[src/rtl/dda_pkg.sv]
// Shared definitions for the DDA ray stepper: state encoding, fixed-point
// widths and the default column height.
// Optional feature macro: DDA_WALLX_EN (adds the texture-coordinate state).
package dda_pkg;

    localparam int DDA_IBITS         = 8;
    localparam int DDA_FBITS         = 8;
    localparam int DDA_W             = DDA_IBITS + DDA_FBITS;
    localparam int DDA_SCREEN_HEIGHT = 180;

    typedef logic [DDA_W-1:0] fix_t;

    typedef enum logic [2:0] {
        S_IDLE     = 3'd0,
        S_INIT     = 3'd1,
        S_STEP     = 3'd2,
        S_MAP_WAIT = 3'd3,
        S_HIT      = 3'd4,
        S_DIV_WAIT = 3'd5,
        S_OUT      = 3'd7
`ifdef DDA_WALLX_EN
        , S_WALLX  = 3'd6
`endif
    } dda_state_t;

endpackage

[src/rtl/dda_div_u.sv]
// Unsigned restoring divider, one quotient bit per cycle.
// A start pulse loads the operands; done pulses once the quotient is final.
module dda_div_u #(
    parameter int W = 16
) (
    input  logic         pixel_clk_in,
    input  logic         rst_n_in,
    input  logic         start,
    input  logic [W-1:0] dividend,
    input  logic [W-1:0] divisor,
    output logic         done,
    output logic [W-1:0] quotient
);

    localparam int CW = $clog2(W + 1);

    logic          busy;
    logic [CW-1:0] cnt;
    logic [W-1:0]  rem_r;
    logic [W-1:0]  quo_r;
    logic [W-1:0]  div_r;
    logic [W:0]    shifted;
    logic [W:0]    diff;
    logic          ge;

    // Trial subtraction of the divisor from the shifted partial remainder
    always_comb begin
        shifted = {rem_r, quo_r[W-1]};
        diff    = shifted - {1'b0, div_r};
        ge      = (shifted >= {1'b0, div_r});
    end

    // Iteration control: W shift/subtract cycles, then a one-cycle done pulse
    always_ff @(posedge pixel_clk_in or negedge rst_n_in) begin
        if (!rst_n_in) begin
            busy <= 1'b0;
            cnt  <= '0;
            done <= 1'b0;
        end else if (start) begin
            busy <= 1'b1;
            cnt  <= CW'(W);
            done <= 1'b0;
        end else if (busy) begin
            cnt <= cnt - CW'(1);
            if (cnt == CW'(1)) begin
                busy <= 1'b0;
                done <= 1'b1;
            end
        end else begin
            done <= 1'b0;
        end
    end

    // Remainder/quotient shift register; pure datapath, no reset needed
    always_ff @(posedge pixel_clk_in) begin
        if (start) begin
            rem_r <= '0;
            quo_r <= dividend;
            div_r <= divisor;
        end else if (busy) begin
            rem_r <= ge ? diff[W-1:0] : shifted[W-1:0];
            quo_r <= {quo_r[W-2:0], ge};
        end
    end

    assign quotient = quo_r;

endmodule

[src/rtl/dda_stepper.sv]
// DDA ray stepper: walks the tile map one grid line at a time for each ray,
// then turns the perpendicular wall distance into a column line height.
// Optional feature macro: DDA_WALLX_EN (texture coordinate via an extra state;
// without it wall_x_out is all ones).
module dda_stepper
    import dda_pkg::*;
#(
    parameter int SCREEN_HEIGHT = DDA_SCREEN_HEIGHT,
    parameter int MAP_W         = 24,
    parameter int MAP_H         = 24,
    parameter int IBITS         = DDA_IBITS,
    parameter int FBITS         = DDA_FBITS,
    parameter int HCOUNT_W      = 9,
    parameter int TILE_W        = 4,
    parameter int MAX_STEPS     = 64,
    parameter logic [TILE_W-1:0] BOUNDARY_TILE = 4'hF,
    localparam int W    = IBITS + FBITS,
    localparam int AW   = $clog2(MAP_W * MAP_H),
    localparam int LH_W = $clog2(SCREEN_HEIGHT + 1)
) (
    input  logic                 pixel_clk_in,
    input  logic                 rst_n_in,
    input  logic                 ray_tvalid_in,
    output logic                 ray_tready_out,
    input  logic [HCOUNT_W-1:0]  hcount_ray_in,
    input  logic                 step_x_in,
    input  logic                 step_y_in,
    input  logic signed [W-1:0]  ray_dir_x_in,
    input  logic signed [W-1:0]  ray_dir_y_in,
    input  logic [W-1:0]         delta_dist_x_in,
    input  logic [W-1:0]         delta_dist_y_in,
    input  logic [W-1:0]         pos_x_in,
    input  logic [W-1:0]         pos_y_in,
    input  logic [W-1:0]         side_dist_x_in,
    input  logic [W-1:0]         side_dist_y_in,
    output logic [AW-1:0]        map_addr_out,
    output logic                 map_req_out,
    input  logic [TILE_W-1:0]    map_data_in,
    input  logic                 map_valid_in,
    output logic                 out_tvalid_out,
    input  logic                 out_tready_in,
    output logic [HCOUNT_W-1:0]  hcount_ray_out,
    output logic [LH_W-1:0]      line_height_out,
    output logic                 wall_type_out,
    output logic [TILE_W-1:0]    map_data_out,
    output logic [FBITS-1:0]     wall_x_out,
    output logic                 timeout_out
);

    // Map coordinates carry two extra bits so a step off either edge is visible
    localparam int MC_W  = IBITS + 2;
    localparam int CNT_W = $clog2(MAX_STEPS + 1);
    localparam logic signed [MC_W-1:0] ONE_S   = MC_W'(1);
    localparam logic signed [MC_W-1:0] MAP_W_S = MC_W'(MAP_W);
    localparam logic signed [MC_W-1:0] MAP_H_S = MC_W'(MAP_H);
    localparam logic [W-1:0] DIVIDEND = W'(SCREEN_HEIGHT * (2 ** FBITS));

    dda_state_t              state;
    logic [CNT_W-1:0]        count;
    logic                    step_x_r, step_y_r;
    logic [W-1:0]            delta_x_r, delta_y_r;
    logic [W-1:0]            pos_x_r, pos_y_r;
    logic [W-1:0]            side_x_r, side_y_r;
    logic signed [MC_W-1:0]  map_x_r, map_y_r;

    logic                    x_step;
    logic signed [MC_W-1:0]  nx, ny;
    logic                    oob;
    logic [AW-1:0]           addr_c;
    logic [W-1:0]            perp_c;
    logic                    perp_near;
    logic                    div_start;
    logic                    div_done;
    logic [W-1:0]            div_q;

    // Distance accumulation saturates instead of wrapping
    function automatic logic [W-1:0] sat_add(input logic [W-1:0] a, input logic [W-1:0] b);
        logic [W:0] s;
        s = {1'b0, a} + {1'b0, b};
        return s[W] ? '1 : s[W-1:0];
    endfunction

    // Line height never exceeds the column
    function automatic logic [LH_W-1:0] lh_sat(input logic [W-1:0] q);
        if (q > W'(SCREEN_HEIGHT))
            return LH_W'(SCREEN_HEIGHT);
        return q[LH_W-1:0];
    endfunction

    // Next grid cell, bounds test, BRAM address and perpendicular distance
    always_comb begin
        x_step    = (side_x_r < side_y_r);
        nx        = map_x_r;
        ny        = map_y_r;
        if (x_step)
            nx = step_x_r ? map_x_r + ONE_S : map_x_r - ONE_S;
        else
            ny = step_y_r ? map_y_r + ONE_S : map_y_r - ONE_S;
        oob       = (nx < 0) || (nx >= MAP_W_S) || (ny < 0) || (ny >= MAP_H_S);
        addr_c    = AW'(32'(nx) + 32'(ny) * MAP_W);
        perp_c    = wall_type_out ? (side_y_r - delta_y_r) : (side_x_r - delta_x_r);
        perp_near = (perp_c[W-1:FBITS] == '0);
        div_start = (state == S_HIT) && !perp_near;
    end

    dda_div_u #(.W(W)) u_div (
        .pixel_clk_in (pixel_clk_in),
        .rst_n_in     (rst_n_in),
        .start        (div_start),
        .dividend     (DIVIDEND),
        .divisor      (perp_c),
        .done         (div_done),
        .quotient     (div_q)
    );

`ifdef DDA_WALLX_EN
    localparam int PW = 2 * W + 1;
    logic signed [W-1:0]  ray_dir_x_r, ray_dir_y_r;
    logic [W-1:0]         perp_r;
    logic [W-1:0]         wx_pos;
    logic signed [W-1:0]  wx_dir;
    logic signed [PW-1:0] wx_prod, wx_sum;

    // Wall hit coordinate along the wall: pos + perp * ray_dir on the other axis
    always_comb begin
        wx_pos  = wall_type_out ? pos_x_r : pos_y_r;
        wx_dir  = wall_type_out ? ray_dir_x_r : ray_dir_y_r;
        wx_prod = PW'($signed({1'b0, perp_r})) * PW'(wx_dir);
        wx_sum  = (wx_prod >>> FBITS) + $signed(PW'(wx_pos));
    end

    // Ray direction and distance kept only for the texture coordinate
    always_ff @(posedge pixel_clk_in) begin
        if (state == S_IDLE && ray_tvalid_in) begin
            ray_dir_x_r <= ray_dir_x_in;
            ray_dir_y_r <= ray_dir_y_in;
        end
        if (state == S_HIT)
            perp_r <= perp_c;
    end
`else
    logic unused_ok;
    assign unused_ok = ^{ray_dir_x_in, ray_dir_y_in, pos_x_r[FBITS-1:0], pos_y_r[FBITS-1:0]};
`endif

    assign ray_tready_out = (state == S_IDLE);

    // Ray datapath: latch the ray, then advance side distances and map cell
    always_ff @(posedge pixel_clk_in) begin
        case (state)
            S_IDLE: if (ray_tvalid_in) begin
                step_x_r  <= step_x_in;
                step_y_r  <= step_y_in;
                delta_x_r <= delta_dist_x_in;
                delta_y_r <= delta_dist_y_in;
                pos_x_r   <= pos_x_in;
                pos_y_r   <= pos_y_in;
                side_x_r  <= side_dist_x_in;
                side_y_r  <= side_dist_y_in;
            end
            S_INIT: begin
                map_x_r <= $signed({2'b00, pos_x_r[W-1:FBITS]});
                map_y_r <= $signed({2'b00, pos_y_r[W-1:FBITS]});
            end
            S_STEP: begin
                if (x_step)
                    side_x_r <= sat_add(side_x_r, delta_x_r);
                else
                    side_y_r <= sat_add(side_y_r, delta_y_r);
                map_x_r <= nx;
                map_y_r <= ny;
            end
            default: ;
        endcase
    end

    // Sequencer and registered result outputs
    always_ff @(posedge pixel_clk_in or negedge rst_n_in) begin
        if (!rst_n_in) begin
            state           <= S_IDLE;
            count           <= '0;
            map_addr_out    <= '0;
            map_req_out     <= 1'b0;
            out_tvalid_out  <= 1'b0;
            hcount_ray_out  <= '0;
            line_height_out <= '0;
            wall_type_out   <= 1'b0;
            map_data_out    <= '0;
            wall_x_out      <= '0;
            timeout_out     <= 1'b0;
        end else begin
            case (state)
                S_IDLE: if (ray_tvalid_in) begin
                    hcount_ray_out <= hcount_ray_in;
                    state          <= S_INIT;
                end
                S_INIT: begin
                    count       <= '0;
                    timeout_out <= 1'b0;
`ifdef DDA_WALLX_EN
                    wall_x_out  <= '0;
`else
                    wall_x_out  <= '1;
`endif
                    state       <= S_STEP;
                end
                S_STEP: begin
                    wall_type_out <= !x_step;
                    if (oob) begin
                        map_data_out <= BOUNDARY_TILE;
                        state        <= S_HIT;
                    end else begin
                        map_addr_out <= addr_c;
                        map_req_out  <= 1'b1;
                        state        <= S_MAP_WAIT;
                    end
                end
                S_MAP_WAIT: if (map_valid_in) begin
                    map_req_out  <= 1'b0;
                    map_data_out <= map_data_in;
                    if (map_data_in != '0) begin
                        state <= S_HIT;
                    end else if (count == CNT_W'(MAX_STEPS - 1)) begin
                        timeout_out     <= 1'b1;
                        line_height_out <= '0;
                        map_data_out    <= '0;
                        out_tvalid_out  <= 1'b1;
                        state           <= S_OUT;
                    end else begin
                        count <= count + CNT_W'(1);
                        state <= S_STEP;
                    end
                end
                S_HIT: begin
                    if (perp_near) begin
                        line_height_out <= LH_W'(SCREEN_HEIGHT);
`ifdef DDA_WALLX_EN
                        state           <= S_WALLX;
`else
                        out_tvalid_out  <= 1'b1;
                        state           <= S_OUT;
`endif
                    end else begin
                        state <= S_DIV_WAIT;
                    end
                end
                S_DIV_WAIT: if (div_done) begin
                    line_height_out <= lh_sat(div_q);
`ifdef DDA_WALLX_EN
                    state           <= S_WALLX;
`else
                    out_tvalid_out  <= 1'b1;
                    state           <= S_OUT;
`endif
                end
`ifdef DDA_WALLX_EN
                S_WALLX: begin
                    wall_x_out     <= wx_sum[FBITS-1:0];
                    out_tvalid_out <= 1'b1;
                    state          <= S_OUT;
                end
`endif
                S_OUT: if (out_tready_in) begin
                    out_tvalid_out <= 1'b0;
                    state          <= S_IDLE;
                end
                default: state <= S_IDLE;
            endcase
        end
    end

endmodule

[config.mk]
export PLATFORM = sky130hd
export DESIGN_NAME = dda_stepper
export DESIGN_NICKNAME = d
export VERILOG_FILES = /design/src/rtl/dda_pkg.sv /design/src/rtl/dda_div_u.sv /design/src/rtl/dda_stepper.sv
export SDC_FILE = /design/constraint.sdc
export NUM_CORES = 1
export LEC_CHECK = 0
export ABC_CLOCK_PERIOD_IN_PS = 6670
export CAP_MARGIN = 10
export CORE_MARGIN = 2
export CORE_UTILIZATION = 40
export DETAILED_ROUTE_END_ITERATION = 10
export PLACE_DENSITY = 0.6
export SETUP_SLACK_MARGIN = 0.3
export SLEW_MARGIN = 20
export SYNTH_ARGS = -nofsm -noshare
export SYNTH_HDL_FRONTEND = slang
export SYNTH_SLANG_ARGS = --single-unit
[constraint.sdc]
create_clock -name pixel_clk_in -period 6.67 [get_ports pixel_clk_in]
set_input_delay 1.334 -clock pixel_clk_in [delete_from_list [all_inputs] [get_ports pixel_clk_in]]
set_output_delay 1.334 -clock pixel_clk_in [all_outputs]
set_load 0.1 [all_outputs]
Word-level counts from Yosys, hierarchy flattened:

Index checks and enable logic that the tools add are counted.

* add/sub/neg operators: 12
* $mul: 1
* magnitude comparators: 7
* equality and inequality tests: 21
* muxes and demuxes: 64
* bitwise operators: 1
* reductions and logical operators: 27

Operators with widths (count)
* 16-bit 2-to-1 mux: 8
* 16-bit one-hot mux with 2 select lines: 2
* 8-bit 2-to-1 mux: 7
* 16-bit subtractor: 3
* 10-bit 2-to-1 mux: 4
* 10-bit one-hot mux with 2 select lines: 2
* 16-bit by 16-bit adder with 17-bit output: 2
* 8-bit one-hot mux with 3 select lines: 1
* 2-bit inequality test, second input constant: 11
* 3-bit 2-to-1 mux: 7
* 7-bit 2-to-1 mux: 3
* 3-bit one-hot mux with 7 select lines: 1
* 10-bit by 2-bit adder with 10-bit output, second input constant: 2
* 10-bit by 6-bit >= comparator with 1-bit output, second input constant: 2
* 10-bit by 1-bit < comparator with 1-bit output, second input constant: 2
* 10-bit by 2-bit subtractor with 10-bit output, second input constant: 2
* 17-bit by 16-bit >= comparator with 1-bit output: 1
* 1-bit 2-to-1 mux: 17
* 16-bit by 8-bit > comparator with 1-bit output, second input constant: 1
* 16-bit < comparator: 1
* 4-bit 2-to-1 mux: 4
* 7-bit one-hot mux with 2 select lines: 1
* 3-bit AND reduction: 4
* 4-bit AND reduction: 3
* other kinds (28): 42

* flip-flop bits (word level): 219
* bits of input ports: 148
* output and inout bits: 44
* logic and storage cells: 160

Logic depth before layout (Yosys ltp):

* word-level depth: 9
* mapped depth: 22
* depth with buffers taken out: 20

Cells and area by module:

Synthesis repeated with hierarchy kept, for this count alone.

* cells, all modules: 1469
* area, all modules: 14019.7 um^2

By module, submodules not included
* dda_stepper: times used 1, cells an instance 1171, area each 10915.5 um^2, seq. area each 4214.0 um^2
* dda_div_u: times used 1, cells an instance 298, area each 3104.2 um^2, seq. area each 1456.4 um^2

Worst setup path after synthesis:

Ideal clock, no wire load.

* kind: flip-flop to flip-flop
* start: register state[1]
* end: register side_x_r[0] (enable)
* setup time: 0.368 ns
* data arrival time: 5.132 ns
* required time: 6.302 ns
* slack: 1.170 ns
* stages on the path, launching flop included: 6
* buffers on the path: 2
* period minus slack after synthesis: 5.500 ns
* cells stage by stage: dfrtp_1 -> clkbuf_1 -> nor3_1 -> and2_1 -> clkbuf_1 -> a21o_1

* cells in the longest elaborated chain, start to end: 3
* elaborated cells on any way between the ends: 6
* classes of those cells: eq/ne (3); reduce/logical (3)

Ends and longest elaborated chain
* start, declared: line dda_stepper.sv:58 `dda_state_t state;`
* start signal, assigned: line dda_stepper.sv:180 `state <= S_IDLE;`
* start signal, assigned: line dda_stepper.sv:195 `state <= S_INIT;`
* start signal, assigned: line dda_stepper.sv:205 `state <= S_STEP;`
* 3-bit zero test *
* net ray_tready_out: line dda_stepper.sv:24 `output logic ray_tready_out,`
* 2-bit inequality test (no source line) or 2-bit nonzero test (tied branches)
* 3-bit AND reduction (no source line) *
* end signal, assigned: line dda_stepper.sv:158 `side_x_r <= side_dist_x_in;`
* end signal, assigned: line dda_stepper.sv:167 `side_x_r <= sat_add(side_x_r, delta_x_r);`
* end, declared: line dda_stepper.sv:63 `logic [W-1:0] side_x_r, side_y_r;`

The timed path passes the listed nets; every way through them passes the cells marked *.
A chain may end at the register's enable or synchronous reset.

Final worst setup path:

* start: register side_x_r[13]
* end: register map_addr_out[9]

* cells in the longest elaborated chain, start to end: 8
* elaborated cells on any way between the ends: 14
* classes of those cells: add/sub (1); mul (1); order compare (5); mux (2); bitwise (1); reduce/logical (4)

Ends and longest elaborated chain
* 16-bit < comparator *: line dda_stepper.sv:92 `x_step = (side_x_r < side_y_r);`
* branches (longest 7 deep; another with 10-bit by 3-bit multiplier with 7-bit output)
* end signal, assigned: line dda_stepper.sv:213 `map_addr_out <= addr_c;`
* end, declared: line dda_stepper.sv:36 `output logic [AW-1:0] map_addr_out,`

Mark *: on every way between the ends.

==> results.ini <==
[detailed_routing]
dr.max_layer_used = met4
met2_wirelength_mm = 14.4
wl_per_cell_um = 15.8
routed_wl_mm = 31.4
wl_met3_mm = 1.17
firstDrtPassIters = 7
wl_met1_mm = 15.2
antenna_left = 0
drt_iter0_markers = 624
drt-vias-per-instance = 5.18
vias = 10300
drc_errors = 0

[critical_path]
crit_start = side_x_r[13]
crit_buf_inv = 2
path_cells = ha_1, a21o_1, a21o_1, a21oi_1, o31a_1, nand2_1, buf_4, o21ai_0, inv_1, ha_1, ha_1, fa_1, ha_1, o21ai_0, nand2b_1, maj3_1, a21oi_1, xnor3_1, mux2_2
r2r_start = side_x_r[13]
end_kind = flip-flop
cp-start-kind = flip-flop
critical_path_required_ns = 7.08
critical_path.top_delay_family = adder cells
crit_path_frequent_cell = ha_1
worstPathMaxFanout = 18
crit_type = flip-flop to flip-flop
worstPathArrival_ns = 5.73
crit_path_max_incr_delay_ns = 0.47
critPathSlowestCell = o21ai_0

[sta]
setup_viol = 0
setup_tns_ns = 0
finalHoldViolCount = 0
grt_setup_unrepaired = no
finClkSkew_ns = 0.00945
final_max_slew_viol_count = 0
period_needed_ns = 5.32
max_freq_mhz = 188
relSlewSlack_pct = 30.1
fin_crit_sh_pct = 79.8
fin_ws_ns = 1.35
tightest_slew_ns = 1.04

[finish]
nets = 1803
final_cells = 1984
area_delta_synth_final_pct = 19.6
drive_gt1_share_pct = 5.53
mostFrequentLayoutCell = nor2_1
layout_common_cells = nor2_1, clkdlybuf4s50_1, ha_1
final_area_sq_um = 16100
antenna_cells_inserted = 0
fillers = 3244

[cts]
cts_setup_buffers = 0
clk_pin_slew_worst_paths_ns = 0.06
cts_tree = done
cts.sinks = 203
cts.path.max_buffers = 3
cts_resized = 0
ctsHoldBuffers = 0
htree_levels = 1
clk_latency_ns = 0.53
cts-root-buf = clkbuf_16
cts_buffers = 25

[placement]
pre_cts_slack_ns = 1.37
gp_congestion = 0.877
dpl-instance-area_sq_um = 15400
port_buffers = 143
dp.cells = 1938
dp_hpwl_mm = 23.7

[global_route]
grt_pass1_wl_mm = 51.4
grt_usage_pct = 17.8
grt_pass1_vias = 10000
grt_max_degree = 60
antenna_found_initial = 0
grt_remaining_overflow = 0

[job]
drv_cap = 0

[die]
dieArea_sq_um = 35200
start_util_pct = 40.4
num_rows = 67
dieHeight_um = 188
fp.dieW_um = 188
ioPinCount = 192
core-area_sq_um = 33400

[yosys]
async_reset_ff_share_pct = 26.1
synth.net_count = 1677
synth_warnings = 0
synth-edff-count = 118
avgSynthCellArea_sq_um = 9.70
synthFlopType = edfxtp_1
postSynthRegisterBits = 203
syn-instance-count = 1391
synth_cell_types = 80
ys_seq_area_share_pct = 40.8
netlist_area_sq_um = 13500

[pwr]
vdd_ir_drop_max_v = 0.000164
p_switching_mw = 0.554
switching_share_pct = 20.8
clkPwrFrac_pct = 47.3
combinationalPowerShare_pct = 3.0
seqPwrFrac_pct = 49.8
p_leak_nw = 6.78
p_int_mw = 2.11
power_per_cell_area_nw_per_um2 = 165
power_mw = 2.66

[hold_path]
worstHoldStart = u_div.rem_r[15]
hp-class = flip-flop to flip-flop

[status]
outcome = completed

==> power groups by stage <==
stage | combinational (mW) | sequential (mW) | clock, mW
3_5_place_dp | 0.0797 | 1.35 | 0
4_1_cts | 0.0800 | 1.32 | 1.30
2_1_floorplan | 0.00965 | 1.35 | 0
3_3_place_gp | 0.0793 | 1.35 | 0
6_report | 0.0787 | 1.32 | 1.26
5_1_grt | 0.0860 | 1.32 | 1.35
==> logic make-up (layout without fill, tap and decap cells) <==
kind of cell               count (synthesis)  count (layout)  synth area share (%)
muxes                                     59              59                  4.54
DFF                                      203             203                  40.8
buffers and inverters                    180             325                  5.37
xor gates and xnor gates                  90              90                  5.94
and+or+nand+nor                          381             381                  13.1
adders and majority gates                139             139                  13.4
AOI/OAI and AO/OA                        339             339                  16.8
==> worst paths after layout <==
path	cells after the start	slack, ns	end
hold / removal	2	0.46	u_div.rem_r[15]
max in group asynchronous	2	5.30	line_height_out[2]
min in group asynchronous	2	0.92	map_addr_out[1]
setup reg to reg	19	1.35	map_addr_out[9]
setup / recovery	19	1.35	map_addr_out[9]
hold reg to reg	2	0.46	u_div.rem_r[15]
==> synthesized netlist by cell type, drive strengths merged, types with 4 or more instances <==
| master | instances | area share [%] |
|---|---|---|
| o31ai | 13 | 0.72 |
| o21bai | 6 | 0.33 |
| nor3 | 31 | 1.1 |
| fa | 9 | 1.3 |
| dfxtp | 32 | 4.7 |
| a311oi | 5 | 0.37 |
| a211oi | 30 | 1.8 |
| a31oi | 7 | 0.32 |
| nand2b | 17 | 0.79 |
| nor4 | 6 | 0.28 |
| mux2 | 18 | 1.5 |
| nor2b | 22 | 1.0 |
| nand3b | 5 | 0.37 |
| o21a | 17 | 0.95 |
| xnor2 | 66 | 4.3 |
| edfxtp | 118 | 26 |
| a221oi | 4 | 0.26 |
| o41ai | 5 | 0.38 |
| o21ai | 60 | 2.2 |
| inv | 120 | 3.3 |
| or3 | 12 | 0.56 |
| nand3 | 11 | 0.41 |
| o211ai | 8 | 0.45 |
| a2111oi | 5 | 0.38 |
| o21ba | 4 | 0.30 |
| a21o | 26 | 1.4 |
| a22o | 9 | 0.58 |
| dfrtp | 53 | 9.8 |
| nand4 | 6 | 0.28 |
| a211o | 9 | 0.58 |
| clkbuf | 36 | 1.0 |
| nand2 | 89 | 2.5 |
| and2 | 9 | 0.42 |
| or2 | 6 | 0.28 |
| o31a | 5 | 0.32 |
| xor2 | 23 | 1.5 |
| buf | 22 | 0.97 |
| ha | 129 | 12 |
| nor2 | 154 | 4.3 |
| mux2i | 41 | 3.0 |
| o211a | 5 | 0.37 |
| a21oi | 101 | 3.7 |
==> routing by layer <==
| layer | GRT usage, % | vias up |
|---|---|---|
| li1 | - | 5202 |
| met1 | 25.1 | 4869 |
| met2 | 29.1 | 177 |
| met3 | 2.00 | 38 |
| met4 | 4.75 | 0 |
| met5 | 0 | - |
==> tightest hold or removal path, cell delays in order (launching register included) <==
cell	delay (ns)
dfxtp_1	0.31
nand2_1	0.05
a21oi_1	0.05
==> area by class of cell <==
cell class,count,area [sq um],area share (%)
Inverter,122,458,2.84
Clock inverter,12,81.3,0.504
Sequential cell,203,5510,34.2
Multi-Input combinational cell,1008,7300,45.3
Timing Repair Buffer,157,1530,9.49
Clock buffer,34,689,4.27
Tap cell,448,561,3.47
==> stage by stage <==
stage               utilization, %  hold slack, ns
CTS                           48.3           0.458
floorplan                        -           0.436
detailed placement            46.0           0.448
global route                  48.4           0.473
finish                        48.4           0.459
global placement              46.0           0.449
==> sequential cells by signal, indices dropped and copies added (netlist names), 4 cells and up <==
signal,flops
delta_x_r,16
delta_y_r,16
side_x_r,16
side_y_r,16
u_div.div_r,16
u_div.quotient,16
u_div.rem_r,16
map_addr_out,10
map_x_r,10
map_y_r,10
hcount_ray_out,9
line_height_out,8
pos_x_r,8
pos_y_r,8
count,7
u_div.cnt,5
map_data_out,4
Power figures use the tool's default switching activity.
